### config.mk
export PLATFORM = sky130hd
export DESIGN_NAME = aludec_vseq
export DESIGN_NICKNAME = d
export VERILOG_FILES = /design/src/rtl/aludec_pkg.sv /design/src/rtl/aludec_table.sv /design/src/rtl/aludec_vseq.sv
export SDC_FILE = /design/constraint.sdc
export NUM_CORES = 1
export LEC_CHECK = 0
export CAP_MARGIN = 20
export CORE_AREA = 4 4 45 47
export DETAILED_ROUTE_END_ITERATION = 7
export DIE_AREA = 0 0 49 51
export GPL_TIMING_DRIVEN = 0
export PLACE_DENSITY = 0.85
export SYNTH_ARGS = -nofsm -noshare
export SYNTH_HDL_FRONTEND = slang
export SYNTH_SLANG_ARGS = --single-unit
### constraint.sdc
create_clock -name clk -period 5.6 [get_ports clk]
set_clock_uncertainty 0.15 [all_clocks]
set_input_delay 1.4 -clock clk [delete_from_list [all_inputs] [get_ports clk]]
set_output_delay 1.4 -clock clk [all_outputs]
set_load 0.03 [all_outputs]
### src/rtl/aludec_pkg.sv
// Shared constants and state type for the ALU decoder / vector beat sequencer.
package aludec_pkg;

    localparam logic [2:0] ALU_ADD  = 3'b010;
    localparam logic [2:0] ALU_SUB  = 3'b110;
    localparam logic [2:0] ALU_MUL  = 3'b000;
    localparam logic [2:0] ALU_VSUM = 3'b011;
    localparam logic [2:0] ALU_VSET = 3'b111;
    localparam logic [2:0] ALU_SKIP = 3'b100;

    localparam logic [5:0] OP_RTYPE   = 6'b000000;
    localparam logic [5:0] OP_ARITH_A = 6'b010000;
    localparam logic [5:0] OP_ARITH_B = 6'b000100;
    localparam logic [5:0] OP_ARITH_C = 6'b001100;

    localparam logic [5:0] F_ADD  = 6'b000000;
    localparam logic [5:0] F_SUB  = 6'b000001;
    localparam logic [5:0] F_ADDU = 6'b000100;
    localparam logic [5:0] F_MUL  = 6'b000110;
    localparam logic [5:0] F_VADD = 6'b100100;
    localparam logic [5:0] F_VMUL = 6'b100110;
    localparam logic [5:0] F_VSUM = 6'b110000;

    typedef enum logic [1:0] {IDLE, ISSUE, REDUCE} aludec_state_t;

    function automatic logic is_arith(input logic [5:0] op);
        return (op == OP_RTYPE) || (op == OP_ARITH_A) || (op == OP_ARITH_B) || (op == OP_ARITH_C);
    endfunction

endpackage

### src/rtl/aludec_table.sv
// Combinational decode of (opcode, funct, aluop) into ALU control plus vector/vsum flags.
module aludec_table
    import aludec_pkg::*;
(
    input  logic [5:0] opcode,
    input  logic [5:0] funct,
    input  logic [1:0] aluop,
    output logic [2:0] alucontrol,
    output logic       is_vec,
    output logic       is_vsum
);

    logic arith;

    always_comb begin
        arith      = is_arith(opcode);
        alucontrol = ALU_SKIP;
        if (arith) begin
            if (aluop == 2'b00) begin
                alucontrol = ALU_ADD;
            end else if (aluop == 2'b01) begin
                alucontrol = ALU_VSET;
            end else begin
                unique case (funct)
                    F_ADD, F_ADDU, F_VADD: alucontrol = ALU_ADD;
                    F_SUB:                 alucontrol = ALU_SUB;
                    F_MUL, F_VMUL:         alucontrol = ALU_MUL;
                    F_VSUM:                alucontrol = ALU_VSUM;
                    default:               alucontrol = ALU_SKIP;
                endcase
            end
        end
        is_vec  = aluop[1] && arith && funct[5] && (alucontrol != ALU_SKIP);
        is_vsum = is_vec && (funct == F_VSUM);
    end

endmodule

### src/rtl/aludec_vseq.sv
// ALU decoder with vector beat sequencer (IDLE/ISSUE/REDUCE) and registered beat outputs.
// Optional perf counters enabled by defining ALUDEC_PERF_EN.
module aludec_vseq
    import aludec_pkg::*;
#(
    parameter int VLEN  = 16,
    parameter int LANES = 4,
    parameter int CNT_W = 32,
    localparam int BEATS = VLEN / LANES,
    localparam int LW    = (BEATS > 1) ? $clog2(BEATS) : 1
) (
    input  logic          clk,
    input  logic          rst,
    input  logic          in_valid,
    output logic          in_ready,
    input  logic [5:0]    opcode,
    input  logic [5:0]    funct,
    input  logic [1:0]    aluop,
    output logic          out_valid,
    input  logic          out_ready,
    output logic [2:0]    alucontrol,
    output logic [LW-1:0] lane_idx,
    output logic          out_first,
    output logic          out_last,
    output logic          out_reduce,
    output logic          busy
`ifdef ALUDEC_PERF_EN
    ,
    output logic [CNT_W-1:0] perf_instr,
    output logic [CNT_W-1:0] perf_beats,
    output logic [CNT_W-1:0] perf_stall
`endif
);

    if ((VLEN % LANES) != 0 || VLEN < LANES || CNT_W < 1) begin : g_cfg_check
        $error("aludec_vseq: illegal VLEN/LANES/CNT_W");
    end

    aludec_state_t state_q, state_d;
    logic          valid_q, valid_d;
    logic [2:0]    ctrl_q, ctrl_d;
    logic [LW-1:0] lane_q, lane_d;
    logic          first_q, first_d;
    logic          last_q, last_d;
    logic          reduce_q, reduce_d;
    logic          vsum_q, vsum_d;

    logic [2:0] dec_ctrl;
    logic       dec_vec;
    logic       dec_vsum;
    logic       hs;
    logic       accept;

    aludec_table u_table (
        .opcode     (opcode),
        .funct      (funct),
        .aluop      (aluop),
        .alucontrol (dec_ctrl),
        .is_vec     (dec_vec),
        .is_vsum    (dec_vsum)
    );

    assign hs       = valid_q && out_ready;
    assign in_ready = !rst && ((state_q == IDLE) || (hs && last_q));
    assign accept   = in_valid && in_ready;

    always_comb begin
        state_d  = state_q;
        valid_d  = valid_q;
        ctrl_d   = ctrl_q;
        lane_d   = lane_q;
        first_d  = first_q;
        last_d   = last_q;
        reduce_d = reduce_q;
        vsum_d   = vsum_q;

        if (hs) begin
            if (last_q) begin
                state_d  = IDLE;
                valid_d  = 1'b0;
                lane_d   = '0;
                first_d  = 1'b0;
                last_d   = 1'b0;
                reduce_d = 1'b0;
                vsum_d   = 1'b0;
            end else if (lane_q == LW'(BEATS - 1)) begin
                // Only a vsum sequence reaches its final lane group without last set.
                state_d  = REDUCE;
                ctrl_d   = ALU_VSUM;
                lane_d   = '0;
                first_d  = 1'b0;
                last_d   = 1'b1;
                reduce_d = 1'b1;
            end else begin
                lane_d  = lane_q + LW'(1);
                first_d = 1'b0;
                last_d  = (lane_q + LW'(1) == LW'(BEATS - 1)) && !vsum_q;
            end
        end

        // An accept can only coincide with the last-beat handshake, so it overrides it.
        if (accept) begin
            if (dec_ctrl == ALU_SKIP) begin
                state_d = IDLE;
                valid_d = 1'b0;
            end else begin
                state_d  = ISSUE;
                valid_d  = 1'b1;
                ctrl_d   = dec_ctrl;
                lane_d   = '0;
                first_d  = 1'b1;
                last_d   = !dec_vec || ((BEATS == 1) && !dec_vsum);
                reduce_d = 1'b0;
                vsum_d   = dec_vsum;
            end
        end
    end

    always_ff @(posedge clk) begin
        if (rst) begin
            state_q  <= IDLE;
            valid_q  <= 1'b0;
            ctrl_q   <= ALU_SKIP;
            lane_q   <= '0;
            first_q  <= 1'b0;
            last_q   <= 1'b0;
            reduce_q <= 1'b0;
            vsum_q   <= 1'b0;
        end else begin
            state_q  <= state_d;
            valid_q  <= valid_d;
            ctrl_q   <= ctrl_d;
            lane_q   <= lane_d;
            first_q  <= first_d;
            last_q   <= last_d;
            reduce_q <= reduce_d;
            vsum_q   <= vsum_d;
        end
    end

    assign out_valid  = valid_q;
    assign alucontrol = ctrl_q;
    assign lane_idx   = lane_q;
    assign out_first  = first_q;
    assign out_last   = last_q;
    assign out_reduce = reduce_q;
    assign busy       = (state_q != IDLE);

`ifdef ALUDEC_PERF_EN
    logic [CNT_W-1:0] instr_q, beats_q, stall_q;

    always_ff @(posedge clk) begin
        if (rst) begin
            instr_q <= '0;
            beats_q <= '0;
            stall_q <= '0;
        end else begin
            if (accept && dec_ctrl != ALU_SKIP && instr_q != '1) instr_q <= instr_q + 1'b1;
            if (hs && beats_q != '1) beats_q <= beats_q + 1'b1;
            if (valid_q && !out_ready && stall_q != '1) stall_q <= stall_q + 1'b1;
        end
    end

    assign perf_instr = instr_q;
    assign perf_beats = beats_q;
    assign perf_stall = stall_q;
`endif

endmodule

==> results.cfg <==
[drt]
antenna_left = 0
remaining_drc_errors = 0
dr_total_vias = 699
wirelength_um = 1820
detailedRoute.firstPassIterationCount = 4
post_drt_wl_per_cell_um = 14.8
drt_iter0_drc = 7
avgViaCountPerCell = 5.68

[cts]
clockRootBuffer = clkbuf_4
tritoncts = built
clock_latency_ns = 0.28
clkTransAtPathRegs_ns = 0.07
cts_made_buffers = 3
clkSinkCount = 12
htreeDepth = 1
post-cts-setup-buffers = 0
cts_resized = 0
hold_buffers = 0
clockBufferDepth = 2

[placement]
postPlaceCellArea_sq_um = 985
place_congestion = 0.747
place.port_buffers = 28
place_hpwl_um = 1450

[global_route]
grt_pass1_vias = 680
grt_first_pass_wirelength_um = 3170
grt_remaining_overflow = 0
antenna_found_initial = 0
grt_use_total_pct = 16.2
grt_max_degree = 11

[floorplan]
ios = 29
initial_utilization_pct = 41.4
coreArea_sq_um = 1650
die_w_um = 49
die_y_um = 51
dieArea_sq_um = 2500
rows = 15

[sta]
slew-limit-headroom_pct = 72.8
slew_viol_final = 0
finalCriticalPeriod_ns = 4.63
worst_pin_slew_ns = 0.407
fmax_mhz = 216
final_hold_viol_count = 0
fin_tns_setup_ns = 0
finalCritPeriodShare_pct = 82.7
rsz0062_at_grt = false
setup_viol = 0

[logic_synthesis]
synth.ff_latch_count = 12
yosysTopAreaCell = dfxtp_1
synthArstFlopShare_pct = 0
yosys-top-cells-count = 12 x dfxtp_1, 8 x a21oi_1, 5 x nand2_1, 5 x nor3_1, 4 x o21ai_0
synth_nets = 94
syn_inst = 74
ys_types = 31
synthTopCellsByArea = dfxtp_1 35%, a21oi_1 5.9%, a2111oi_4 4.0%, ha_1 3.7%, nor3_1 3.7%
synthDominantCellAreaShare_pct = 35.2
yosysWarnings = 0
ys_seq_area_share_pct = 35.2
yosysMostFrequentCell = dfxtp_1
synth_edf_count = 0
syn-cell-area_sq_um = 683
synth-main-ff-cell = dfxtp_1
syn_avg_cell_area_sq_um = 9.23

[cells_and_area]
fin_area_sq_um = 1020
multiInputGateArea_sq_um = 417
layout.nets = 127
fillers = 152
diodes = 0
final-seq-area_sq_um = 240
drive_above_1_share_pct = 14.2
synthToLayoutAreaGrowth_pct = 49.5

[min_path]
hold_class = flip-flop to flip-flop
whs_path_depth = 2
hold_end = vsum_q
hold_start = vsum_q

[pwr]
powerDensity_nw_per_um2 = 182
p_sw_mw = 0.0428
p_int_mw = 0.143
combPwrFrac_pct = 16.0
power.total_mw = 0.186
p_leak_nw = 0.364
switching_share_pct = 23.1
p_seq_share_pct = 46.7
peakVddDrop_v = 0.000118
power_frac_clock_pct = 37.3

[critical_path]
rrSetupSlack_ns = 3.51
required_ns = 4.05
worstPathArrival_ns = 3.08
r2r-end = out_last
crit_type = input port to output port
r2r-start = out_valid
crit_fanout = 7
cp-start-kind = input port
endpoint_kind = output port
startpoint = out_ready
reg2reg_depth = 5

[run]
max_cap_violations = 0

[outcome]
outcome = completed
[worst max-delay path, stage by stage]
cell and delay [ns]:
clkdlybuf4s50_1 0.59, nand3_1 0.21, a21oi_1 0.19, clkdlybuf4s50_1 0.68
[logic make-up after synthesis]
logic type / count (synthesis) / synth area share, %
compound gates: 27 / 29.1
simple gates: 25 / 22.7
flops: 12 / 35.2
buf+inv: 5 / 3.85
mux: 3 / 5.49
fa+ha+maj: 2 / 3.66
[state kept, by name (all words and copies together), names as in the netlist]
register / flops
out_reduce: 1
lane_idx: 2
vsum_q: 1
out_last: 1
state_q: 2
out_valid: 1
out_first: 1
alucontrol: 3
[layer usage]
| layer | wire (um) | vias up | share of wire [%] | GRT usage [%] |
|---|---|---|---|---|
| met4 | 31 | 0 | 1.7 | 7.62 |
| met2 | 936 | 21 | 51 | 28.5 |
| li1 | - | 356 | - | - |
| met3 | 91 | 6 | 5.0 | 4.37 |
| met1 | 760 | 316 | 42 | 18.0 |
| met5 | 0 | - | 0 | 0 |
[worst max-delay path by stage]
stage | endpoint | slack [ns] | cells after the start
finish | in_ready | 0.97 | 4
global route | in_ready | 0.90 | 4
CTS | in_ready | 0.99 | 4
detailed placement | in_ready | 1.0 | 4
global placement | in_ready | 0.99 | 4
floorplan | in_ready | 1.95 | 2
[through the flow]
stage | util, % | std cells | worst slack (ns) | hold WS [ns]
after detailed placement | 59.6 | 119 | 0.996 | 0.321
final | 61.8 | 123 | 0.971 | 0.331
after global placement | 59.6 | 119 | 0.985 | 0.303
after CTS | 61.8 | 123 | 0.986 | 0.332
after global routing | 61.8 | 123 | 0.904 | 0.356
after floorplan | - | 74 | 1.95 | 0.285
[final cells by class]
cell class / count / area share [%]
plain buffers: 2 / 1.47
flip-flops and latches: 12 / 23.5
repair buffers: 28 / 27.5
well taps: 17 / 2.08
inverters: 3 / 1.10
clock buffers: 4 / 3.55
multi-input cells: 57 / 40.8
[power groups by stage]
stage | Clock, mW | Sequential [mW] | Combinational (mW)
after floorplan | 0 | 0.0898 | 0.00965
after global placement | 0 | 0.0887 | 0.0288
after detailed placement | 0 | 0.0887 | 0.0298
after CTS | 0.0716 | 0.0867 | 0.0299
after global routing | 0.0756 | 0.0868 | 0.0321
final | 0.0692 | 0.0867 | 0.0298
[placed cells by master (no fill, tap or decap)]
cell	count
o41ai_1	1
clkbuf_4	3
buf_6	1
mux2_2	2
nand4bb_1	1
o21ba_2	1
a211oi_1	1
nand2_1	5
clkbuf_8	1
a2111oi_4	1
dfxtp_1	12
and4b_2	1
o31a_1	1
and3_1	1
ha_1	2
clkdlybuf4s50_1	28
nand3_1	2
or4b_4	1
and3b_1	1
a31o_2	2
mux2_4	1
o31ai_1	3
o21ai_0	4
nor4b_1	1
inv_1	3
a31oi_1	2
o211ai_1	2
clkbuf_1	1
nor2_1	1
nor2b_1	3
a21oi_1	8
nor4_1	3
nor3_1	5
a21o_2	1
No activity file was read; power rests on OpenSTA's default activity.
